**config.mk**
```make
export PLATFORM = sky130hd
export DESIGN_NAME = seg7_scan
export DESIGN_NICKNAME = d
export VERILOG_FILES = /design/src/rtl/seg7_scan.sv
export SDC_FILE = /design/constraint.sdc
export NUM_CORES = 1
export LEC_CHECK = 0
export BUFFER_PORTS_ARGS = -buffer_cell sky130_fd_sc_hd__buf_2
export CAP_MARGIN = 30
export CORE_MARGIN = 8
export CORE_UTILIZATION = 55
export DETAILED_ROUTE_END_ITERATION = 6
export HOLD_SLACK_MARGIN = 0.1
export PLACE_DENSITY = 0.77
export SETUP_SLACK_MARGIN = 0.2
export SYNTH_ARGS = -nofsm -noshare
export SYNTH_HDL_FRONTEND = slang
export SYNTH_SLANG_ARGS = --single-unit
```
**constraint.sdc**
```tcl
create_clock -name clk -period 4.4 [get_ports clk]
set_input_delay 0.88 -clock clk [delete_from_list [all_inputs] [get_ports clk]]
set_output_delay 0.88 -clock clk [all_outputs]
set_load 0.02 [all_outputs]
```
**src/rtl/seg7_scan.sv**
```systemverilog
// Four-digit multiplexed 7-segment scanner with per-slot blanking and per-frame input capture.
// Optional leading-zero suppression is enabled by defining SEG7_LEADING_ZERO_BLANK_EN.
module seg7_scan #(
  parameter int REFRESH_DIV  = 50000,
  parameter int BLANK_CYCLES = 500
) (
  input  logic        clk,
  input  logic        reset,
  input  logic [15:0] bcd_in,
  input  logic [3:0]  dp_in,
  output logic [6:0]  seg,
  output logic        dp,
  output logic [3:0]  an,
  output logic        frame_tick
);

  localparam int CNT_W = (REFRESH_DIV > 1) ? $clog2(REFRESH_DIV) : 1;
  localparam logic [CNT_W-1:0] CNT_LAST  = CNT_W'(REFRESH_DIV - 1);
  localparam logic [CNT_W-1:0] CNT_BLANK = CNT_W'(BLANK_CYCLES);

  typedef enum logic {ST_BLANK, ST_SHOW} state_t;

  logic [CNT_W-1:0] cnt_q, cnt_d;
  logic [1:0]       dig_q, dig_d;
  state_t           state_q, state_d;
  logic [15:0]      shadow_bcd_q;
  logic [3:0]       shadow_dp_q;
  logic             wrap, frame_end;
  logic [6:0]       seg_q, seg_d;
  logic             dp_q, dp_d;
  logic [3:0]       an_q, an_d;
  logic             tick_q;
  logic [3:0]       nib;
  logic             suppress;

  function automatic logic [6:0] seg_enc(input logic [3:0] v);
    case (v)
      4'd0:    seg_enc = 7'b1000000;
      4'd1:    seg_enc = 7'b1111001;
      4'd2:    seg_enc = 7'b0100100;
      4'd3:    seg_enc = 7'b0110000;
      4'd4:    seg_enc = 7'b0011001;
      4'd5:    seg_enc = 7'b0010010;
      4'd6:    seg_enc = 7'b0000010;
      4'd7:    seg_enc = 7'b1111000;
      4'd8:    seg_enc = 7'b0000000;
      4'd9:    seg_enc = 7'b0010000;
      default: seg_enc = 7'b0111111;
    endcase
  endfunction

  // The FSM state tracks the counter value it will hold, so state_q always matches cnt_q.
  always_comb begin
    wrap      = (cnt_q == CNT_LAST);
    frame_end = wrap && (dig_q == 2'd3);
    cnt_d     = wrap ? '0 : cnt_q + CNT_W'(1);
    dig_d     = wrap ? dig_q + 2'd1 : dig_q;
    state_d   = (cnt_d < CNT_BLANK) ? ST_BLANK : ST_SHOW;
  end

  always_comb begin
    case (dig_q)
      2'd0:    nib = shadow_bcd_q[3:0];
      2'd1:    nib = shadow_bcd_q[7:4];
      2'd2:    nib = shadow_bcd_q[11:8];
      default: nib = shadow_bcd_q[15:12];
    endcase
`ifdef SEG7_LEADING_ZERO_BLANK_EN
    case (dig_q)
      2'd3:    suppress = (shadow_bcd_q[15:12] == 4'd0);
      2'd2:    suppress = (shadow_bcd_q[15:8] == 8'd0);
      2'd1:    suppress = (shadow_bcd_q[15:4] == 12'd0);
      default: suppress = 1'b0;
    endcase
`else
    suppress = 1'b0;
`endif
    an_d  = 4'b1111;
    seg_d = 7'b1111111;
    dp_d  = 1'b1;
    if (state_q == ST_SHOW && !suppress) begin
      an_d  = ~(4'b0001 << dig_q);
      seg_d = seg_enc(nib);
      dp_d  = ~shadow_dp_q[dig_q];
    end
  end

  always_ff @(posedge clk or posedge reset) begin
    if (reset) begin
      cnt_q        <= '0;
      dig_q        <= 2'd0;
      state_q      <= ST_BLANK;
      shadow_bcd_q <= 16'd0;
      shadow_dp_q  <= 4'd0;
      seg_q        <= 7'b1111111;
      dp_q         <= 1'b1;
      an_q         <= 4'b1111;
      tick_q       <= 1'b0;
    end else begin
      cnt_q   <= cnt_d;
      dig_q   <= dig_d;
      state_q <= state_d;
      seg_q   <= seg_d;
      dp_q    <= dp_d;
      an_q    <= an_d;
      tick_q  <= frame_end;
      if (frame_end) begin
        shadow_bcd_q <= bcd_in;
        shadow_dp_q  <= dp_in;
      end
    end
  end

  assign seg        = seg_q;
  assign dp         = dp_q;
  assign an         = an_q;
  assign frame_tick = tick_q;

endmodule

```
==> key figures, run 1 <==
Status
  – Outcome: complete, no violations

Yosys
  – #FFs+latches synth: 52
  – Avg Inst Size Synth: 11.4 um^2
  – Cell variety after synth: 41
  – Synthesized area: 2660 um^2
  – Yosys warns: 0
  – Register area share after synthesis: 0.494
  – Syn_nets: 266
  – Cell count after synthesis: 233

Worst setup path
  – R2r setup slk: 1.47 ns
  – Crit-path max FO: 13
  – Worst setup path category: flop to flop
  – Crit path launch type: flop
  – Critical R2R Launch: cnt_q[0]$_DFF_PP0_
  – Worst Reg-to-Reg Cells: 6
  – RR Endpoint: shadow_bcd_q[15]$_DFFE_PP0P_
  – WP data required: 4.58 ns
  – Arr. time, crit path: between 3 and 4 ns
  – Crit end category: flop

Route
  – Avg WL per Cell: 15.9 um
  – Drt pass-1 iters: 6
  – ANT nets after route: 0
  – # DRC: 0
  – DR vias/cell: around 5.7
  – Wirelength, routed: 5070 um
  – DRT iter0 DRCs: 94
  – Via count: 1811

Pwr
  – Combinational fraction of design power: 0.065
  – Worst IR drop on VDD: approximately 0.00018 V
  – Leak: 0.00134 uW
  – Sw Share: 0.222
  – Total power: 806 uW
  – Internal power: 627 uW
  – Clock power frac: 0.322
  – Net switching power: 179 uW
  – Pwr dens: 274 nW/um^2
  – Reg power frac: 0.612

CTS
  – Clock Latency Late Sink: around 0.30 ns
  – Root buf cell: clkbuf_8
  – H-tree lvl count: 2
  – Hold buffer count at cts: 0
  – Clock sinks: 52
  – Post-CTS setup buffer count: 0
  – Clock buffer count from CTS: 5
  – CTS tree: built
  – Clock transition at path regs: roughly 0.090 ns
  – Post-cts resize count: 0
  – Max clock buf depth: 2

Floorplanning
  – Die area: 7330 um^2
  – Core Area: 4690 um^2
  – Starting Density: 0.568
  – Site Rows: 25
  – Die height: ~86 um
  – IO Pins: 35
  – Die Width: between 80 and 90 um

Finish
  – Storage element area: 1320 um^2
  – Commonest non-fill, non-tap cell in the layout: dfrtp_1
  – Fillers: 367
  – Share of post-route cells with drive strength above 1: 0.311
  – Most frequent cells in the layout: dfrtp_1 (40), buf_2 (34), nand2_1 (20), mux2_4 (20), o21ai_0 (13)
  – Ant diodes: 0
  – Nets: between 200 and 300
  – Area of the multi-input gates: 1220 um^2
  – Synth-to-Final Area Change: 10.4%

Timing
  – Max_slew headroom: 0.522
  – RSZ-0062 raised after global routing: false
  – # setup viols final: 0
  – Tmin final: roughly 2.9 ns
  – Fin. max-slew vios: 0
  – Final hold vios: 0
  – Setup tns final: 0 ns
  – Layout Skew: slightly above 0.007 ns
  – Max Clk Rate: 341 MHz
  – Final worst path period share: 0.667
  – Worst-Margin Slew: 0.698 ns

Global routing
  – Vias in the first global route: ~1900
  – Initial antenna violation count: 0
  – Largest net degree at the start of global routing: 31
  – GRT Util Overall: 0.146
  – First-pass GRT wire length: 8650 um
  – Grt ovf: 0

Placement
  – Port Buffers: 34
  – HPWL after DPL: 3720 um
  – GPL Wtd Cong: 0.933

Min path
  – Worst Hold Launch: shadow_dp_q[3]$_DFFE_PP0P_
  – Worst hold path type: flop to flop
  – Worst Hold Depth: 1
  – Hold Path Sink: shadow_dp_q[3]$_DFFE_PP0P_

Flow run
  – Max-cap viol count: 0
-- power groups by stage --
| stage | registers [uW] | clock network, uW | logic, uW |
|---|---|---|---|
| 2_1_floorplan | 500 | 0 | 35.0 |
| 3_3_place_gp | 502 | 0 | 49.9 |
| 3_5_place_dp | 502 | 0 | 53.6 |
| 4_1_cts | 493 | 264 | 53.9 |
| 5_1_grt | 495 | 287 | 59.7 |
| 6_report | 494 | 260 | 52.7 |
-- logic make-up after synthesis --
kind of cell / after synthesis / share of synthesized area
AO/OA/AOI/OAI: 34 / 0.0789
XOR/XNOR: 12 / 0.0395
AND/OR/NAND/NOR: 72 / 0.149
buffers and inverters: 26 / 0.0460
flip-flops: 52 / 0.494
adder cells (fa/ha/maj): 11 / 0.0517
multiplexers: 26 / 0.141
-- per-layer routing --
| metal | GRT usage | share of wire |
|---|---|---|
| met1 | 0.173 | 0.44 |
| met2 | 0.236 | 0.48 |
| met3 | 0.0449 | 0.059 |
| met4 | 0.0685 | 0.020 |
| met5 | 0 | 0 |
-- how the worst max path moves through the flow --
stage / cells after the start / start / endpoint / slack (ns)
after floorplan: 1 / reset / cnt_q[0]$_DFF_PP0_ / 2.28
after global placement: 6 / cnt_q[0]$_DFF_PP0_ / shadow_bcd_q[13]$_DFFE_PP0P_ / 1.59
after detailed placement: 6 / cnt_q[0]$_DFF_PP0_ / shadow_bcd_q[15]$_DFFE_PP0P_ / 1.48
after CTS: 6 / cnt_q[0]$_DFF_PP0_ / shadow_bcd_q[15]$_DFFE_PP0P_ / 1.45
after global routing: 6 / cnt_q[0]$_DFF_PP0_ / shadow_bcd_q[13]$_DFFE_PP0P_ / 1.26
final: 6 / cnt_q[0]$_DFF_PP0_ / shadow_bcd_q[15]$_DFFE_PP0P_ / 1.47
-- cell type report --
| cell class | count | area share |
|---|---|---|
| Clock inverter | 2 | 0.00426 |
| Tap cell | 54 | 0.0230 |
| Clock buffer | 6 | 0.0247 |
| Sequential cell | 52 | 0.448 |
| Timing Repair Buffer | 36 | 0.0672 |
| Inverter | 13 | 0.0166 |
| Multi-Input combinational cell | 155 | 0.417 |
-- synth_stat cells (all sizes together) --
| master | number | area (um^2) |
|---|---|---|
| mux4 | 1 | 22.5 |
| o22ai | 3 | 18.8 |
| nand4 | 6 | 37.5 |
| o21ai | 13 | 65.1 |
| or3 | 5 | 36.3 |
| inv | 13 | 48.8 |
| or2 | 1 | 6.26 |
| a21oi | 8 | 40.0 |
| nor2b | 2 | 12.5 |
| and4 | 2 | 17.5 |
| o211ai | 1 | 7.51 |
| o311ai | 1 | 8.76 |
| dfstp | 12 | 315 |
| ha | 11 | 138 |
| nor3b | 1 | 7.51 |
| and4b | 1 | 10.0 |
| buf | 9 | 57.6 |
| xnor2 | 7 | 61.3 |
| a222oi | 4 | 40.0 |
| o221ai | 1 | 8.76 |
| nor3 | 7 | 35.0 |
| nand3 | 5 | 25.0 |
| nand2 | 20 | 75.1 |
| xor2 | 5 | 43.8 |
| o31a | 1 | 8.76 |
| clkbuf | 4 | 16.3 |
| dfrtp | 40 | 1000 |
| mux2i | 3 | 30.0 |
| nor4 | 4 | 40.0 |
| nand4bb | 1 | 11.3 |
| a31oi | 2 | 12.5 |
| mux2 | 22 | 323 |
| or4 | 1 | 7.51 |
| nor2 | 12 | 45.0 |
| nand2b | 2 | 12.5 |
| nand4b | 2 | 17.5 |
-- critical path, cell delays in order (launching register included) --
cell and delay (ns):
dfrtp_1 0.42, ha_1 0.26, nand4b_1 0.25, nor4_4 0.74, nand2_1 0.46, buf_4 0.36, mux2_4 0.32
-- sequential cells by signal, summed over array words and instances, names as in the netlist --
name and count:
shadow_dp_q 4, frame_tick 1, dp 1, dig_q 2, cnt_q 16, state_q 1
an 4, seg 7, shadow_bcd_q 16
-- stage by stage --
step | setup slack [ns] | instances | instance area [um^2] | hold slack [ns] | utilization
after CTS | 1.45 | 318 | 2940 | 0.525 | 0.627
after detailed placement | 1.48 | 310 | 2860 | 0.499 | 0.609
final | 1.47 | 318 | 2940 | 0.521 | 0.627
after global placement | 1.59 | 309 | 2840 | 0.489 | 0.604
after global routing | 1.26 | 318 | 2940 | 0.539 | 0.627
after floorplan | 2.28 | 233 | 2660 | 0.409 | -
(Power assumes the default switching activity.)
==> run 2: changes to the inputs <==
Settings changed: ABC_AREA set to 1.
Clock period 4.4 ns to 2.7 ns, I/O delays scaled along.
==> key figures, run 2 <==
Status
  – Outcome: complete, no violations (unchanged)

CTS
  – Clock transition at path regs: 0.09 ns (about the same)
  – Clock buffer count from CTS: 5 (unchanged)
  – Hold buffer count at cts: 0 (unchanged)
  – Clock sinks: 52 (unchanged)
  – Post-CTS setup buffer count: 0 (unchanged)
  – Max clock buf depth: 2 (unchanged)
  – Root buf cell: clkbuf_8 (unchanged)
  – Clock Latency Late Sink: 0.31 ns (was 0.30 ns)
  – H-tree lvl count: 2 (unchanged)
  – CTS tree: built (unchanged)
  – Post-cts resize count: 0 (unchanged)

Yosys
  – Synth cell count leaders: nand2_1 (132), dfrtp_1 (40), inv_1 (31) (was dfrtp_1 (40), mux2_4 (20), nand2_1 (20))
  – Synthesized area: 2630 um^2 (was 2660 um^2)
  – Yosys warns: 0 (unchanged)
  – Cell count after synthesis: 329 (was 233)
  – Cell variety after synth: 30 (was 41)
  – #FFs+latches synth: 52 (unchanged)
  – Main synth FF type: dfrtp_1 (unchanged)
  – Post-synth EDFFs: 0 (unchanged)
  – Area leader, netlist: dfrtp_1 (unchanged)
  – Avg Inst Size Synth: 7.99 um^2 (was 11.4 um^2)
  – Yosys top cell area share: 0.381 (was 0.376)
  – Register area share after synthesis: 0.501 (was 0.494)
  – Post-synth ARST share: 1.00 (unchanged)
  – Main area contributors after synthesis: dfrtp_1 (38%), nand2_1 (19%), dfstp_2 (12%), ha_1 (5.2%), nand3_1 (4.8%) (was dfrtp_1 (38%), dfstp_2 (12%), mux2_4 (11%), ha_1 (5.2%), nand2_1 (2.8%))
  – Count leader, synth: nand2_1 (was dfrtp_1)
  – Syn_nets: 362 (was 266)

Global routing
  – GRT Util Overall: 0.162 (was 0.146)
  – Met2 usage: 0.264 (was 0.236)
  – Grt ovf: 0 (unchanged)
  – GR peak layer: met2 (unchanged)
  – Grt met1 use: 0.201 (was 0.173)
  – Vias in the first global route: 2135 (was 1886)
  – Largest net degree at the start of global routing: 29 (was 31)
  – First-pass GRT wire length: 9520 um (was 8650 um)
  – Initial antenna violation count: 0 (unchanged)
  – Met3 GRT Util: 0.0454 (was 0.0449)

Timing
  – Setup tns final: 0 ns (unchanged)
  – # setup viols final: 0 (unchanged)
  – Tmin final: 2.24 ns (was 2.93 ns)
  – Max_slew headroom: 0.645 (was 0.522)
  – Final hold vios: 0 (unchanged)
  – RSZ-0062 raised after global routing: false (unchanged)
  – Final worst path period share: 0.828 (was 0.667)
  – Worst-Margin Slew: 0.532 ns (was 0.698 ns)
  – Fin. max-slew vios: 0 (unchanged)
  – Max Clk Rate: 447 MHz (was 341 MHz)
  – Layout Skew: 0.00758 ns (was 0.00717 ns)

Floorplanning
  – Starting Density: 0.564 (was 0.568)
  – Die height: 85.1 um (was 85.6 um)
  – Core Area: 4660 um^2 (was 4690 um^2)
  – Site Rows: 25 (unchanged)
  – Die area: 7250 um^2 (was 7330 um^2)
  – Die Width: 85.1 um (was 85.6 um)
  – IO Pins: 35 (unchanged)

Route
  – DRT iter0 DRCs: 118 (was 94)
  – Via count: 2169 (was 1811)
  – # DRC: 0 (unchanged)
  – Drt pass-1 iters: 5 (was 6)
  – DR vias/cell: 5.14 (was 5.69)
  – Avg WL per Cell: 12.7 um (was 15.9 um)
  – Wirelength, routed: 5370 um (was 5070 um)
  – ANT nets after route: 0 (unchanged)

Pwr
  – Internal power: 1070 uW (was 627 uW)
  – Leak: 0.00146 uW (was 0.00134 uW)
  – Clock power frac: 0.391 (was 0.322)
  – Sw Share: 0.199 (was 0.222)
  – Net switching power: 265 uW (was 179 uW)
  – Reg power frac: 0.584 (was 0.612)
  – Worst IR drop on VDD: 0.000383 V (was 0.000181 V)
  – Pwr dens: 450 nW/um^2 (was 274 nW/um^2)
  – Combinational fraction of design power: 0.024 (was 0.065)

Finish
  – Ant diodes: 0 (unchanged)
  – Nets: 400 (was 296)
  – Storage element area: 1320 um^2 (unchanged)
  – Most frequent cells in the layout: nand2_1 (132), dfrtp_1 (40), buf_2 (34), inv_1 (30), nor2_1 (29) (was dfrtp_1 (40), buf_2 (34), nand2_1 (20), mux2_4 (20), o21ai_0 (13))
  – Synth-to-Final Area Change: 12.8% (was 10.4%)
  – Share of post-route cells with drive strength above 1: 0.188 (was 0.311)
  – Commonest non-fill, non-tap cell in the layout: nand2_1 (was dfrtp_1)
  – Area of the multi-input gates: 1140 um^2 (was 1220 um^2)
  – Fillers: 399 (was 367)
  – Fin area: 2960 um^2 (was 2940 um^2)

Placement
  – Port Buffers: 34 (unchanged)
  – HPWL after DPL: 4040 um (was 3720 um)
  – GPL Wtd Cong: 0.929 (was 0.933)
  – Cell Area, Placed: 2860 um^2 (about the same)

Worst setup path
  – WP data required: 2.93 ns (was 4.58 ns)
  – Worst setup path category: flop to flop (unchanged)
  – Arr. time, crit path: 2.46 ns (was 3.12 ns)
  – Crit-path max FO: 6 (was 13)
  – Crit path launch type: flop (unchanged)
  – Crit end category: flop (unchanged)

Flow run
  – Max-cap viol count: 0 (unchanged)

Min path
  – Worst hold path type: input port to asynchronous set/reset pin (was flop to flop)
==> run 2: changes by cell type after synthesis, moves of 4 or more <==
cell	delta
a222oi_1	-4
inv_1	+18
xnor2_1	-6
nand3_1	+20
o21ai_0	-10
a21oi_1	-5
or3_1	-4
nor2_2	+4
mux2_4	-20
nor2_1	+17
buf_2	-5
nand2_1	+112
nor3_1	-4
==> run 2: cell families (layout without fill, tap and decap cells) <==
| logic type | Yosys count | after routing | synth area share |
|---|---|---|---|
| xor+xnor | 4 | 4 | 0.0133 |
| buf+inv | 39 | 78 | 0.0633 |
| simple gates | 205 | 205 | 0.327 |
| compound gates | 18 | 18 | 0.0433 |
| flops | 52 | 52 | 0.501 |
| fa+ha+maj | 11 | 11 | 0.0524 |
==> run 2: path summary, 6_finish.rpt <==
path                       slack [ns]                           end                        from  cells after the start
min reg2reg                      0.49    shadow_dp_q[2]$_DFFE_PP0P_  shadow_dp_q[2]$_DFFE_PP0P_                      2
max                              0.46              seg[5]$_DFF_PP1_        dig_q[0]$_DFFE_PP0N_                     10
max reg2reg                      0.46              seg[5]$_DFF_PP1_        dig_q[0]$_DFFE_PP0N_                     10
min                              0.26             state_q$_DFF_PP0_                       reset                      2
min in group clk                 0.42  shadow_bcd_q[14]$_DFFE_PP0P_                  bcd_in[14]                      3
max in group asynchronous        1.85              seg[4]$_DFF_PP1_                       reset                      3
==> run 2: per-stage QoR <==
step	setup WS, ns	util	hold slack, ns	instances	total power (uW)
3_3_place_gp	0.602	0.613	0.471	414	826
2_1_floorplan	0.714	-	0.421	329	805
6_report	0.464	0.636	0.263	422	1330
4_1_cts	0.465	0.636	0.273	422	1350
3_5_place_dp	0.481	0.613	0.473	414	827
5_1_grt	0.240	0.636	0.296	422	1380
==> run 2: power by group through the flow <==
stage / Clock [uW] / Sequential, uW / Combinational, uW
final: 522 / 779 / 32.4
after global routing: 567 / 779 / 37.2
after CTS: 540 / 779 / 33.5
after detailed placement: 0 / 794 / 33.4
after global placement: 0 / 794 / 32.6
after floorplan: 0 / 794 / 11.2
==> run 2: metal layers <==
layer	wire length, um	part of all wire
met5	0	0
met4	78	0.015
met3	245	0.046
met2	2480	0.46
met1	2570	0.48
==> run 2: final cells by class <==
type | instances | area share
sequential | 52 | 0.444
timing repair buffer | 36 | 0.0667
multi-input combinational | 238 | 0.386
inverter | 34 | 0.0439
tap | 54 | 0.0228
clock buffer | 6 | 0.0245
clock inverter | 2 | 0.0118
==> run 2: critical path: stages (launching register included) <==
cell,delay [ns]
dfrtp_1,0.44
inv_1,0.14
ha_1,0.29
nand2_1,0.08
nand2_1,0.05
o22ai_1,0.33
inv_1,0.16
ha_1,0.23
or2_2,0.30
nand3_1,0.08
nand3_1,0.07
==> run 3: changes to the inputs <==
Clock period 2.7 ns to 2.1 ns, I/O delays scaled along.
==> key figures, run 3 (synthesis gave the netlist of run 2 again) <==
Placement
  – HPWL after DPL: 4050 um (was 4040 um)
  – Placed insts: 416 (was 414)
  – GPL Wtd Cong: 0.871 (was 0.929)
  – Port Buffers: 34 (unchanged)

Worst setup path
  – Slowest-stage cell, CP: dfrtp_1 (unchanged)
  – Worst Reg-to-Reg Cells: 10 (unchanged)
  – Top delay family on crit path: simple AND/OR/NAND/NOR gates (unchanged)
  – Cell count along the critical path: 10 (unchanged)
  – Cell Chain, Critical Path: buf_4 > ha_4 > nand2_1 > nand2_2 > o22ai_4 > inv_2 > ha_1 > or2_2 > nand3_1 > nand3_1 (was inv_1 > ha_1 > nand2_1 > nand2_1 > o22ai_1 > inv_1 > ha_1 > or2_2 > nand3_1 > nand3_1)
  – Crit-path most repeated cell: nand3_1
  – Arr. time, crit path: 2.07 ns (was 2.46 ns)
  – Crit path largest cell delay: 0.45 ns (was 0.44 ns)
  – Crit-path max FO: 5 (was 6)
  – Worst setup path category: flop to flop (unchanged)
  – WP data required: 2.32 ns (was 2.93 ns)
  – Buf/Inv on CP: 2 (unchanged)
  – Crit path launch type: flop (unchanged)
  – Crit end category: flop (unchanged)

Global routing
  – GRT Util Overall: 0.169 (was 0.162)
  – Vias in the first global route: 2249 (was 2135)
  – First-pass GRT wire length: 9960 um (was 9520 um)
  – Grt ovf: 0 (unchanged)
  – Initial antenna violation count: 0 (unchanged)
  – Largest net degree at the start of global routing: 34 (was 29)

Finish
  – Most frequent cells in the layout: nand2_1 (130), dfrtp_1 (39), buf_2 (34), nor2_1 (28) (was nand2_1 (132), dfrtp_1 (40), buf_2 (34), inv_1 (30), nor2_1 (29))
  – Commonest non-fill, non-tap cell in the layout: nand2_1 (unchanged)
  – Synth-to-Final Area Change: 18.0% (was 12.8%)
  – Fin util: 0.665 (was 0.636)
  – Nets: 409 (was 400)
  – Layout Cells excl Fill: 431 (was 422)
  – Share of post-route cells with drive strength above 1: 0.247 (was 0.188)
  – Ant diodes: 0 (unchanged)

CTS
  – Clock buffer count from CTS: 5 (unchanged)
  – Clock sinks: 52 (unchanged)
  – Root buf cell: clkbuf_8 (unchanged)
  – Clock transition at path regs: 0.10 ns (was 0.09 ns)
  – CTS tree: built (unchanged)
  – H-tree lvl count: 2 (unchanged)
  – Max clock buf depth: 2 (unchanged)
  – Clock Latency Late Sink: 0.31 ns (about the same)

Timing
  – Final hold vios: 0 (unchanged)
  – Tmin final: 1.85 ns (was 2.24 ns)
  – # setup viols final: 0 (unchanged)
  – Max_slew headroom: 0.701 (was 0.645)
  – Worst-Margin Slew: 0.448 ns (was 0.532 ns)
  – Setup tns final: 0 ns (unchanged)
  – Final worst path period share: 0.881 (was 0.828)
  – Max Clk Rate: 540 MHz (was 447 MHz)
  – Fin. max-slew vios: 0 (unchanged)
  – Layout Skew: 0.0115 ns (was 0.00758 ns)
  – RSZ-0062 raised after global routing: true (was false)

Route
  – DRT iter0 DRCs: 150 (was 118)
  – # DRC: 0 (unchanged)
  – ANT nets after route: 0 (unchanged)
  – Via count: 2185 (was 2169)
  – Drt pass-1 iters: 4 (was 5)
  – DR vias/cell: 5.07 (was 5.14)
  – Wirelength, routed: 5620 um (was 5370 um)
  – Avg WL per Cell: 13.0 um (was 12.7 um)

Flow run
  – Max-cap viol count: 0 (unchanged)

Pwr
  – Worst IR drop on VDD: 0.000453 V (was 0.000383 V)
  – Leak: 0.00149 uW (was 0.00146 uW)
  – Pwr dens: 527 nW/um^2 (was 450 nW/um^2)

Floorplanning
  – Die height: 85.1 um (unchanged)
  – IO Pins: 35 (unchanged)
  – Core Area: 4660 um^2 (unchanged)
  – Site Rows: 25 (unchanged)
  – Starting Density: 0.564 (unchanged)
  – Die Width: 85.1 um (unchanged)
  – Die area: 7250 um^2 (unchanged)

Min path
  – Worst hold path type: input port to asynchronous set/reset pin (unchanged)

Status
  – Outcome: complete, no violations (unchanged)
==> run 3: cell types whose count changed in the layout (fill, tap and decap cells not counted), moves of 2 or more <==
cell	change
ha_4	+3
inv_1	-5
nand2_2	+2
buf_4	+9
o22ai_4	+2
ha_1	-4
inv_4	+3
inv_2	+3
clkinv_2	-2
nand2_1	-2
o22ai_1	-2
==> run 3: layout make-up <==
cell class                 instances  area (um^2)
clock buffer                       7         86.3
sequential                        52         1320
timing repair buffer              45          265
fill                             385         1560
multi-input combinational        238         1220
tap                               54         67.6
clock inverter                     1         7.51
inverter                          34          136
==> run 3: worst paths after layout <==
kind | start | end | slack (ns)
min in group clk | dp_in[2] | shadow_dp_q[2]$_DFFE_PP0P_ | 0.30
min reg2reg | shadow_dp_q[3]$_DFFE_PP0P_ | shadow_dp_q[3]$_DFFE_PP0P_ | 0.49
min | reset | cnt_q[9]$_DFF_PP0_ | 0.10
max reg2reg | dig_q[1]$_DFFE_PP0N_ | seg[5]$_DFF_PP1_ | 0.25
max in group asynchronous | reset | dp$_DFF_PP1_ | 1.41
max | dig_q[1]$_DFFE_PP0N_ | seg[5]$_DFF_PP1_ | 0.25
==> run 3: power by group <==
group          total [uW]  internal [uW]  leakage (uW)  switching, uW
clock network         592            268     0.0000445            323
registers            1000           1000      0.000565              0
logic                41.2           17.3      0.000886           23.9
==> run 3: through the flow <==
stage | setup WS, ns | hold slack [ns] | instance area, um^2 | power, uW
floorplan | 0.223 | 0.421 | 2640 | 1040
global placement | 0.130 | 0.454 | 2880 | 1060
finish | 0.249 | 0.101 | 3100 | 1630
CTS | 0.201 | 0.112 | 3030 | 1650
detailed placement | 0.0393 | 0.450 | 2880 | 1060
global route | 0.105 | 0.142 | 3100 | 1690
==> run 3: repair_timing <==
action	in CTS	in global routing
endpoints found under the setup margin	5	21
pin swaps	2	2
gates resized for setup	5	16
hold buffers	0	0
cloned	0	0
setup buffers	4	3
==> run 3: layer usage <==
| metal | vias to the layer above | GRT usage | wire (um) |
|---|---|---|---|
| li1 | 1124 | - | - |
| met1 | 987 | 0.209 | 2590 |
| met2 | 60 | 0.273 | 2610 |
| met3 | 14 | 0.0454 | 301 |
| met4 | 0 | 0.0647 | 126 |
| met5 | - | 0 | 0 |
